File: config.mk
export PLATFORM = sky130hd
export DESIGN_NAME = dmem_responder
export DESIGN_NICKNAME = d
export VERILOG_FILES = /design/src/rtl/dmem_responder_pkg.sv /design/src/rtl/dmem_array.sv /design/src/rtl/dmem_responder.sv
export SDC_FILE = /design/constraint.sdc
export NUM_CORES = 2
export LEC_CHECK = 0
export BUFFER_PORTS_ARGS = -buffer_cell sky130_fd_sc_hd__buf_2
export CAP_MARGIN = 15
export CELL_PAD_IN_SITES_DETAIL_PLACEMENT = 2
export CELL_PAD_IN_SITES_GLOBAL_PLACEMENT = 2
export CORE_UTILIZATION = 47
export CTS_CLUSTER_DIAMETER = 50
export CTS_CLUSTER_SIZE = 25
export DETAILED_ROUTE_END_ITERATION = 16
export GPL_TIMING_DRIVEN = 0
export PLACE_DENSITY_LB_ADDON = 0.1
export SYNTH_ARGS = -nofsm -noshare
export SYNTH_HDL_FRONTEND = slang
export SYNTH_HIERARCHICAL = 1
export SYNTH_SLANG_ARGS = --single-unit
File: constraint.sdc
create_clock -name clk -period 3.8 [get_ports clk]
set_input_delay 0.76 -clock clk [delete_from_list [all_inputs] [get_ports clk]]
set_output_delay 0.76 -clock clk [all_outputs]
set_load 0.02 [all_outputs]
File: src/rtl/dmem_responder_pkg.sv
// Shared types and constants for the data-memory responder: FSM encoding,
// error flag values, word size and the address-legality helper.
package dmem_responder_pkg;

    typedef enum logic [1:0] {
        IDLE = 2'd0,
        WAIT = 2'd1,
        RESP = 2'd2
    } state_t;

    localparam logic ERR_NONE   = 1'b0;
    localparam logic ERR_ADDR   = 1'b1;
    localparam int   WORD_BYTES = 4;

    // An access is illegal when it is not word aligned or lies beyond the array.
    function automatic logic addr_err(input logic [31:0] addr, input int aw);
        logic [31:0] above;
        above = addr >> (aw + 2);
        return ((addr[1:0] != 2'b00) || (above != 32'd0)) ? ERR_ADDR : ERR_NONE;
    endfunction

endpackage

File: src/rtl/dmem_array.sv
// DEPTH x 32 word storage: async clear, one synchronous write port and a
// read register that captures the addressed word (or clears) on the access edge.
module dmem_array
    import dmem_responder_pkg::*;
#(
    parameter int DEPTH = 64,
    parameter int AW    = 6
) (
    input  logic          clk,
    input  logic          rst,
    input  logic          wr_en,
    input  logic [AW-1:0] wr_idx,
    input  logic [31:0]   wr_data,
    input  logic          rd_en,
    input  logic [AW-1:0] rd_idx,
    input  logic          rd_clr,
    output logic [31:0]   rd_data
);

    logic [31:0] mem [DEPTH];

    // NOTE: the array must read as zero after every reset, so it is built from resettable flops rather than a RAM macro.
    always_ff @(posedge clk or negedge rst) begin
        if (!rst) begin
            for (int i = 0; i < DEPTH; i++) mem[i] <= '0;
        end else if (wr_en) begin
            mem[wr_idx] <= wr_data;
        end
    end

    always_ff @(posedge clk or negedge rst) begin
        if (!rst)        rd_data <= '0;
        else if (rd_en)  rd_data <= mem[rd_idx];
        else if (rd_clr) rd_data <= '0;
    end

endmodule

File: src/rtl/dmem_responder.sv
// Target end of the CPU load/store path: accepts one word request at a time,
// waits LATENCY cycles, accesses the array and returns data/error via valid/ready.
module dmem_responder
    import dmem_responder_pkg::*;
#(
    parameter int DEPTH   = 64,
    parameter int AW      = 6,
    parameter int LATENCY = 2
) (
    input  logic        clk,
    input  logic        rst,
    input  logic        req_valid,
    output logic        req_ready,
    input  logic        req_we,
    input  logic [31:0] req_addr,
    input  logic [31:0] req_wdata,
    output logic        resp_valid,
    input  logic        resp_ready,
    output logic [31:0] resp_rdata,
    output logic        resp_err,
    output logic        busy
);

    localparam logic [3:0] LAT = 4'(LATENCY);

    state_t      state_q, state_d;
    logic [3:0]  cnt_q, cnt_d;
    logic        we_q;
    logic [31:0] addr_q, wdata_q;
    logic        req_ready_q, resp_valid_q, resp_err_q, busy_q;

    logic        accept, access, handshake;
    logic        acc_we, acc_err;
    logic [31:0] acc_addr, acc_wdata;

    always_comb begin
        // NOTE: every signal gets a default before the case so no branch can infer a latch.
        state_d   = state_q;
        cnt_d     = cnt_q;
        access    = 1'b0;
        handshake = resp_valid_q && resp_ready;
        accept    = (state_q == IDLE) && req_valid && req_ready_q;
        acc_we    = we_q;
        acc_addr  = addr_q;
        acc_wdata = wdata_q;
        case (state_q)
            IDLE: begin
                if (accept) begin
                    // With zero latency the access uses the live request on the acceptance edge.
                    acc_we    = req_we;
                    acc_addr  = req_addr;
                    acc_wdata = req_wdata;
                    cnt_d     = LAT;
                    if (LAT == 4'd0) begin
                        state_d = RESP;
                        access  = 1'b1;
                    end else begin
                        state_d = WAIT;
                    end
                end
            end
            WAIT: begin
                cnt_d = cnt_q - 4'd1;
                if (cnt_q == 4'd1) begin
                    state_d = RESP;
                    access  = 1'b1;
                end
            end
            RESP: begin
                if (handshake) state_d = IDLE;
            end
            default: state_d = IDLE;
        endcase
    end

    assign acc_err = addr_err(acc_addr, AW);

    // NOTE: non-blocking assignments so every register samples pre-edge values.
    always_ff @(posedge clk or negedge rst) begin
        if (!rst) begin
            state_q      <= IDLE;
            cnt_q        <= '0;
            we_q         <= 1'b0;
            addr_q       <= '0;
            wdata_q      <= '0;
            req_ready_q  <= 1'b0;
            resp_valid_q <= 1'b0;
            resp_err_q   <= ERR_NONE;
            busy_q       <= 1'b0;
        end else begin
            state_q     <= state_d;
            cnt_q       <= cnt_d;
            req_ready_q <= (state_d == IDLE);
            busy_q      <= (state_d != IDLE);
            if (accept) begin
                we_q    <= req_we;
                addr_q  <= req_addr;
                wdata_q <= req_wdata;
            end
            if (access) begin
                resp_valid_q <= 1'b1;
                resp_err_q   <= acc_err;
            end else if (handshake) begin
                resp_valid_q <= 1'b0;
                resp_err_q   <= ERR_NONE;
            end
        end
    end

    dmem_array #(.DEPTH(DEPTH), .AW(AW)) u_array (
        .clk     (clk),
        .rst     (rst),
        .wr_en   (access && acc_we && !acc_err),
        .wr_idx  (acc_addr[AW+1:2]),
        .wr_data (acc_wdata),
        .rd_en   (access && !acc_we && !acc_err),
        .rd_idx  (acc_addr[AW+1:2]),
        .rd_clr  ((access && (acc_we || acc_err)) || handshake),
        .rd_data (resp_rdata)
    );

    assign req_ready  = req_ready_q;
    assign resp_valid = resp_valid_q;
    assign resp_err   = resp_err_q;
    assign busy       = busy_q;

endmodule

Word-level counts from Yosys, hierarchy flattened --
Cells that the tools add are included.
Storage, ports and cells: bits in registers 2155, input port bits 69, output and inout port bits 36
Operators by class: add/subtract/negate cells 1, $lt $le $gt $ge 2, eq/ne operators 4, multiplexer cells 26, bitwise operators 1, reduce and logical (&&, ||, !) cells 23
Operators with widths (number):
- bitwise mux 2048 bit | 1
- two-way mux 32 bit | 9
- binary-select mux 32 bit (select 6 bit) | 1
- demux 32 bit (select 6 bit) | 1
- nonzero test 32 bit | 1
- nonzero test 2 bit | 5
- logical AND 1 bit | 9
- two-way mux 1 bit | 8
- one-hot mux 4 bit (2 select lines) | 1
- greater-or-equal comparator 7 bit (second input constant) | 1
- < comparator 7 x 1 -> 1 bit (second input constant) | 1
- inverter 6 -> 7 bit | 1
- two-way mux 2 bit | 3
- one-hot mux 2 bit (3 select lines) | 1
- equality test 4 x 1 -> 1 bit (second input constant) | 1
- logical NOT 2 bit | 2
- two-way mux 4 bit | 1
- subtractor 4 x 1 -> 4 bit (second input constant) | 1
- logical OR 1 bit | 3
- equality test 2 x 1 -> 1 bit (second input constant) | 1
- equality test 2 bit (second input constant) | 1
- logical NOT 1 bit | 2
- inequality test 2 bit (second input constant) | 1
- AND reduction 2 bit | 1

Logic depth before layout (Yosys ltp) --
word-level depth 13, depth in mapped cells 17, depth with buffers taken out 11

Modules after synthesis --
The synthesis kept the hierarchy.
By module, submodules not included:
- dmem_array | times used 1, cells an instance 6008, area each 93967.6 sq um, seq. area each 52049.9 sq um
- dmem_responder | times used 1, cells an instance 388, area each 3239.4 sq um, seq. area each 1876.8 sq um

Worst setup path before layout --
OpenSTA, ideal clock, no wires.
path kind input to register, start in req_valid, end reg u_array.rd_data[30], arrival 3.600 ns, data required time 3.671 ns, slack 0.071 ns, stages 16, path buffers 8, cells stage by stage nor4bb_1 -> clkbuf_1 -> buf_2 -> buf_2 -> nand2_1 -> nand2_1 -> buf_6 -> buf_6 -> buf_4 -> buf_2 -> buf_4 -> mux4_2 -> nand2_1 -> nand3_1 -> nand3_1 -> nand3_1
RTL lines:
- start: declaration | line dmem_responder.sv:12 | input logic req_valid,
- logical AND 1 bit (2 in series) | line dmem_responder.sv:42 | accept = (state_q == IDLE) && req_valid && req_ready_q;
- two-way mux 32 bit | line dmem_responder.sv:48 | if (accept) begin
- two-way mux 32 bit | line dmem_responder.sv:46 | case (state_q)
- via acc_addr[2] | line dmem_responder.sv:34 | logic [31:0] acc_addr, acc_wdata;
- inverter 6 -> 7 bit (not written as such) | line dmem_array.sv:33 | else if (rd_en) rd_data <= mem[rd_idx];
- binary-select mux 32 bit (select 6 bit) | line dmem_array.sv:33
- two-way mux 32 bit (not written as such) (2 in series) | line dmem_array.sv:33
- two-way mux 32 bit | line dmem_array.sv:33
- end signal: assignment | line dmem_array.sv:33
- end: declaration | line dmem_array.sv:17 | output logic [31:0] rd_data
The timed path passes the listed nets, and every way through them passes these cells. The select of a mux whose other input is x is not followed. A chain may end at the register's enable or synchronous reset.

Worst setup path after layout --
start reg state_q[0], end reg u_array.rd_data[5]
RTL lines:
- start: declaration | line dmem_responder.sv:26 | state_t state_q, state_d;
- start signal: assignment | line dmem_responder.sv:91 | state_q <= state_d;
- logical NOT 2 bit * | line dmem_responder.sv:42, dmem_responder.sv:46
- logical AND 1 bit (2 in series) | line dmem_responder.sv:42
- two-way mux 32 bit | line dmem_responder.sv:48
- two-way mux 32 bit * | line dmem_responder.sv:46
- via acc_addr[3] | line dmem_responder.sv:34
- inverter 6 -> 7 bit (not written as such) * | line dmem_array.sv:33
- binary-select mux 32 bit (select 6 bit) * | line dmem_array.sv:33
- two-way mux 32 bit (not written as such) * (2 in series) | line dmem_array.sv:33
- two-way mux 32 bit * | line dmem_array.sv:33
Mark *: on every way through the listed nets, which the timed path passes. The rest lies on a longest branch. The select of a mux whose other input is x is not followed.

==> metrics.txt <==
max incr delay on CP 0.58 ns; first-pass GRT wire length between 600 and 700 mm; Remaining DRCs 0; fin crit share 1.26; DR vias/cell around 8.1; Area Growth Syn to Fin 24.2%; DP HPWL 301 mm; Compound-Gate Fraction of Synth Area 0.0205; Top-Level Pins roughly 110; min Tclk post-route between 4 and 5 ns; most used cell, CP buf_16; unrepaired setup endpoints after global routing true; Max-cap violations 0; drt pass-1 iters 7; main combinational cell family by area after synthesis multiplexers; sequential share of power 0.241; starting density of the core 0.474; HP Start req_wdata[28]; worst-case clock buffer depth 3; failing checks setup timing; wire per inst 62.5 µm; I/O Buffers about 100; Pins Over Slew Limit 0; Die Span Y 457 µm; Hold Vio Cnt, Final 0; Die Area between 200000 and 250000 µm²; total number of vias ~80000; simple-gate share of the synthesized area 0.0286; placed insts slightly above 9000; outcome complete, but fails checks; Synth Area in Adders 0.000257; CP Class flop to flop; crit-path max FO 10; Achievable Freq 208 MHz; worst slew pin tran 1.41 ns; Switch Pwr around 47 mW; Synth Net Count 6467; Sink Count approximately 2200; GRT Util Overall 0.481; clk_skew 0.0828 ns; Cell variety after synth 69; clk_lat worst skew 1.00 ns; reg-to-reg setup timing slack -1.00 ns; H-tree level count 4; final non-filler cell total 10200; Post-DP Area between 100000 and 150000 µm²; clk slew on worst S/H paths approximately 0.070 ns; largest net degree at the start of global routing 173; Hold Slack 0.0175 ns; Crit. End Element flop; PwrDens about 800 nW/µm²; antenna violations before repair between 80 and 90; Routed Antenna Nets 0; prevailing post-synth register cell dfrtp_1; Comb pwr share 0.492; Clk pwr share 0.267; Syn. warnings 6; Synth Area per Inst 15.2 µm²; layout net count ~7300; Post-Synth XOR/XNOR Area 0.0000901; Startpoint Class flop; flip-flop and latch count after synthesis 2155; worst path arrival time roughly 5.6 ns; RR Startpoint state_q[0]; mux contribution to synthesized area 0.367; slowest CP cell nand3_2; Post-Syn Instances roughly 6400; VDD IR-drop max ~0.6 mV; HP Class primary input to flop; Core Rows about 170; share of cells above drive strength 1 0.582; Initial DRC Count ~14000; vias in the first global route between 70000 and 80000; sequential area share after synthesis 0.555; Relative slew margins 0.0606; final WL about 640 mm; internal power about 50 mW; crit path cell chain nor4bb_1 -> buf_4 -> buf_8 -> buf_16 -> nand2_1 -> nand2_4 -> buf_12 -> buf_16 -> buf_12 -> buf_16 -> nor2b_1 -> clkbuf_2 -> a22oi_2 -> nand3_2 -> o21ai_4 -> a31oi_1; Worst Path Required 4.59 ns; post-route setup slack -1.00 ns; Placer Congestion approximately 0.98; CTS tree built; root buf cell clkbuf_16; CP startpoint state_q[0]; # setup viols final about 1900; total gr overflow 0; TritonCTS buffer count roughly 230; static leakage 57.6 nW; Setup TNS -430.32 ns; switching share of power 0.486; Die W approximately 460 µm; Post-synth EDFFs 0; asr flop ratio synth 1.00; core area roughly 200000 µm²; mapped cell area about 97000 µm²; design area 121000 µm²
## final cells by class
class,count,area [µm²]
Timing Repair Buffer,582,6320
Buffer,606,5750
Sequential cell,2155,53900
Clock buffer,251,5940
Fill cell,17200,84200
Inverter,6,35.0
Multi-Input combinational cell,3612,43000
Tap cell,2688,3360
Clock inverter,180,2140
Antenna cell,104,260
## through the flow
stage                     utilization  power [mW]  worst slack (ns)
after floorplan                     -        35.1            0.0709
after global placement          0.493        51.6            -46.26
after detailed placement        0.499        52.8             -4.10
after CTS                       0.572        84.6            -0.243
after global routing            0.588        95.3            -0.799
final                           0.589        97.6             -1.00
## power by group through the flow
stage | combinational (mW) | sequential [mW] | clock (mW)
global route | 45.3 | 23.6 | 26.3
finish | 48.0 | 23.5 | 26.0
global placement | 27.6 | 24.0 | 0
floorplan | 11.2 | 23.9 | 0
detailed placement | 28.9 | 23.9 | 0
CTS | 36.6 | 23.5 | 24.5
## synthesized netlist by cell type (all sizes together), types with 8 or more instances
cell type / count / area share
a211oi: 19 / 0.0015
a21oi: 40 / 0.0021
a22oi: 64 / 0.0049
a31oi: 9 / 0.00058
and2: 13 / 0.00084
buf: 257 / 0.014
clkbuf: 366 / 0.014
dfrtp: 2155 / 0.55
mux2: 2070 / 0.24
mux2i: 161 / 0.017
mux4: 479 / 0.11
nand2: 342 / 0.013
nand2b: 9 / 0.00058
nand3: 59 / 0.0030
nand3b: 11 / 0.00085
nor2: 89 / 0.0034
nor2b: 19 / 0.0012
nor3: 17 / 0.00088
nor4: 8 / 0.00067
o21ai: 32 / 0.0017
o221ai: 14 / 0.0013
o22ai: 53 / 0.0034
or3b: 8 / 0.00072
or4: 8 / 0.00066
## path summary, 6_finish.rpt
check | end | depth (start not counted)
setup / recovery | u_array/rd_data[5] | 16
hold / removal | wdata_q[28] | 3
setup reg to reg | u_array/rd_data[5] | 16
hold reg to reg | wdata_q[24] | 2
max in group asynchronous | u_array/mem[1973] | 6
min in group asynchronous | cnt_q[0] | 3
## placed cells by master (no fill, tap or decap), types with 17 or more instances in the layout
cell,netlist,layout
a21oi_1,40,26
a22oi_1,64,47
a22oi_2,0,17
buf_1,102,17
buf_12,0,121
buf_16,0,102
buf_2,101,150
buf_4,34,337
buf_6,20,48
buf_8,0,48
bufinv_16,0,21
clkbuf_1,366,205
clkbuf_16,0,242
clkbuf_2,0,40
clkbuf_4,0,101
clkbuf_8,0,25
clkinv_4,0,24
clkinv_8,0,18
clkinvlp_4,0,26
dfrtp_1,2155,2153
diode_2,0,104
inv_6,0,48
inv_8,0,26
mux2_2,2070,2067
mux2i_1,161,121
mux2i_4,0,29
mux4_2,479,479
nand2_1,342,297
nand2_2,0,28
nand3_1,59,21
nand3_2,0,23
nor2_1,89,29
nor2_4,0,54
o22ai_1,53,18
o22ai_2,0,20
## per-layer routing
metal | global-route usage | part of all wire | vias up
met5 | 0 | 0.0040 | -
met4 | 0.430 | 0.13 | 81
met3 | 0.173 | 0.16 | 4604
met2 | 0.686 | 0.40 | 9684
met1 | 0.573 | 0.31 | 42600
li1 | - | - | 25300
## state kept, by name, indices dropped and copies added (netlist names)
signal,cells
addr_q,32
resp_err,1
req_ready,1
busy,1
resp_valid,1
wdata_q,32
we_q,1
state_q,2
cnt_q,4
u_array/rd_data,32
u_array/mem,2048
## critical path: cells and delay by family, from the launching register on
family                 cells  cell delay [ns]
and+or+nand+nor            5             1.49
AOI/OAI and AO/OA          3             0.85
DFF                        1             0.45
buffers and inverters      8             1.78
## kinds of logic after synthesis
logic type	count (synthesis)
AO/OA/AOI/OAI	285
XOR/XNOR	1
adder cells (fa/ha/maj)	2
buffers and inverters	629
flip-flops	2155
multiplexers	2710
AND/OR/NAND/NOR	614
## timing repair
action | 4_1_cts | 5_1_grt
resized for setup | 1229 | 457
pin swaps | 64 | 87
endpoints found under the setup margin | 2080 | 1928
endpoints found under the hold margin | 91 | 0
gates cloned | 6 | 5
hold buffers | 2 | 0
setup buffers | 215 | 200
Power figures use the tool's default switching activity.
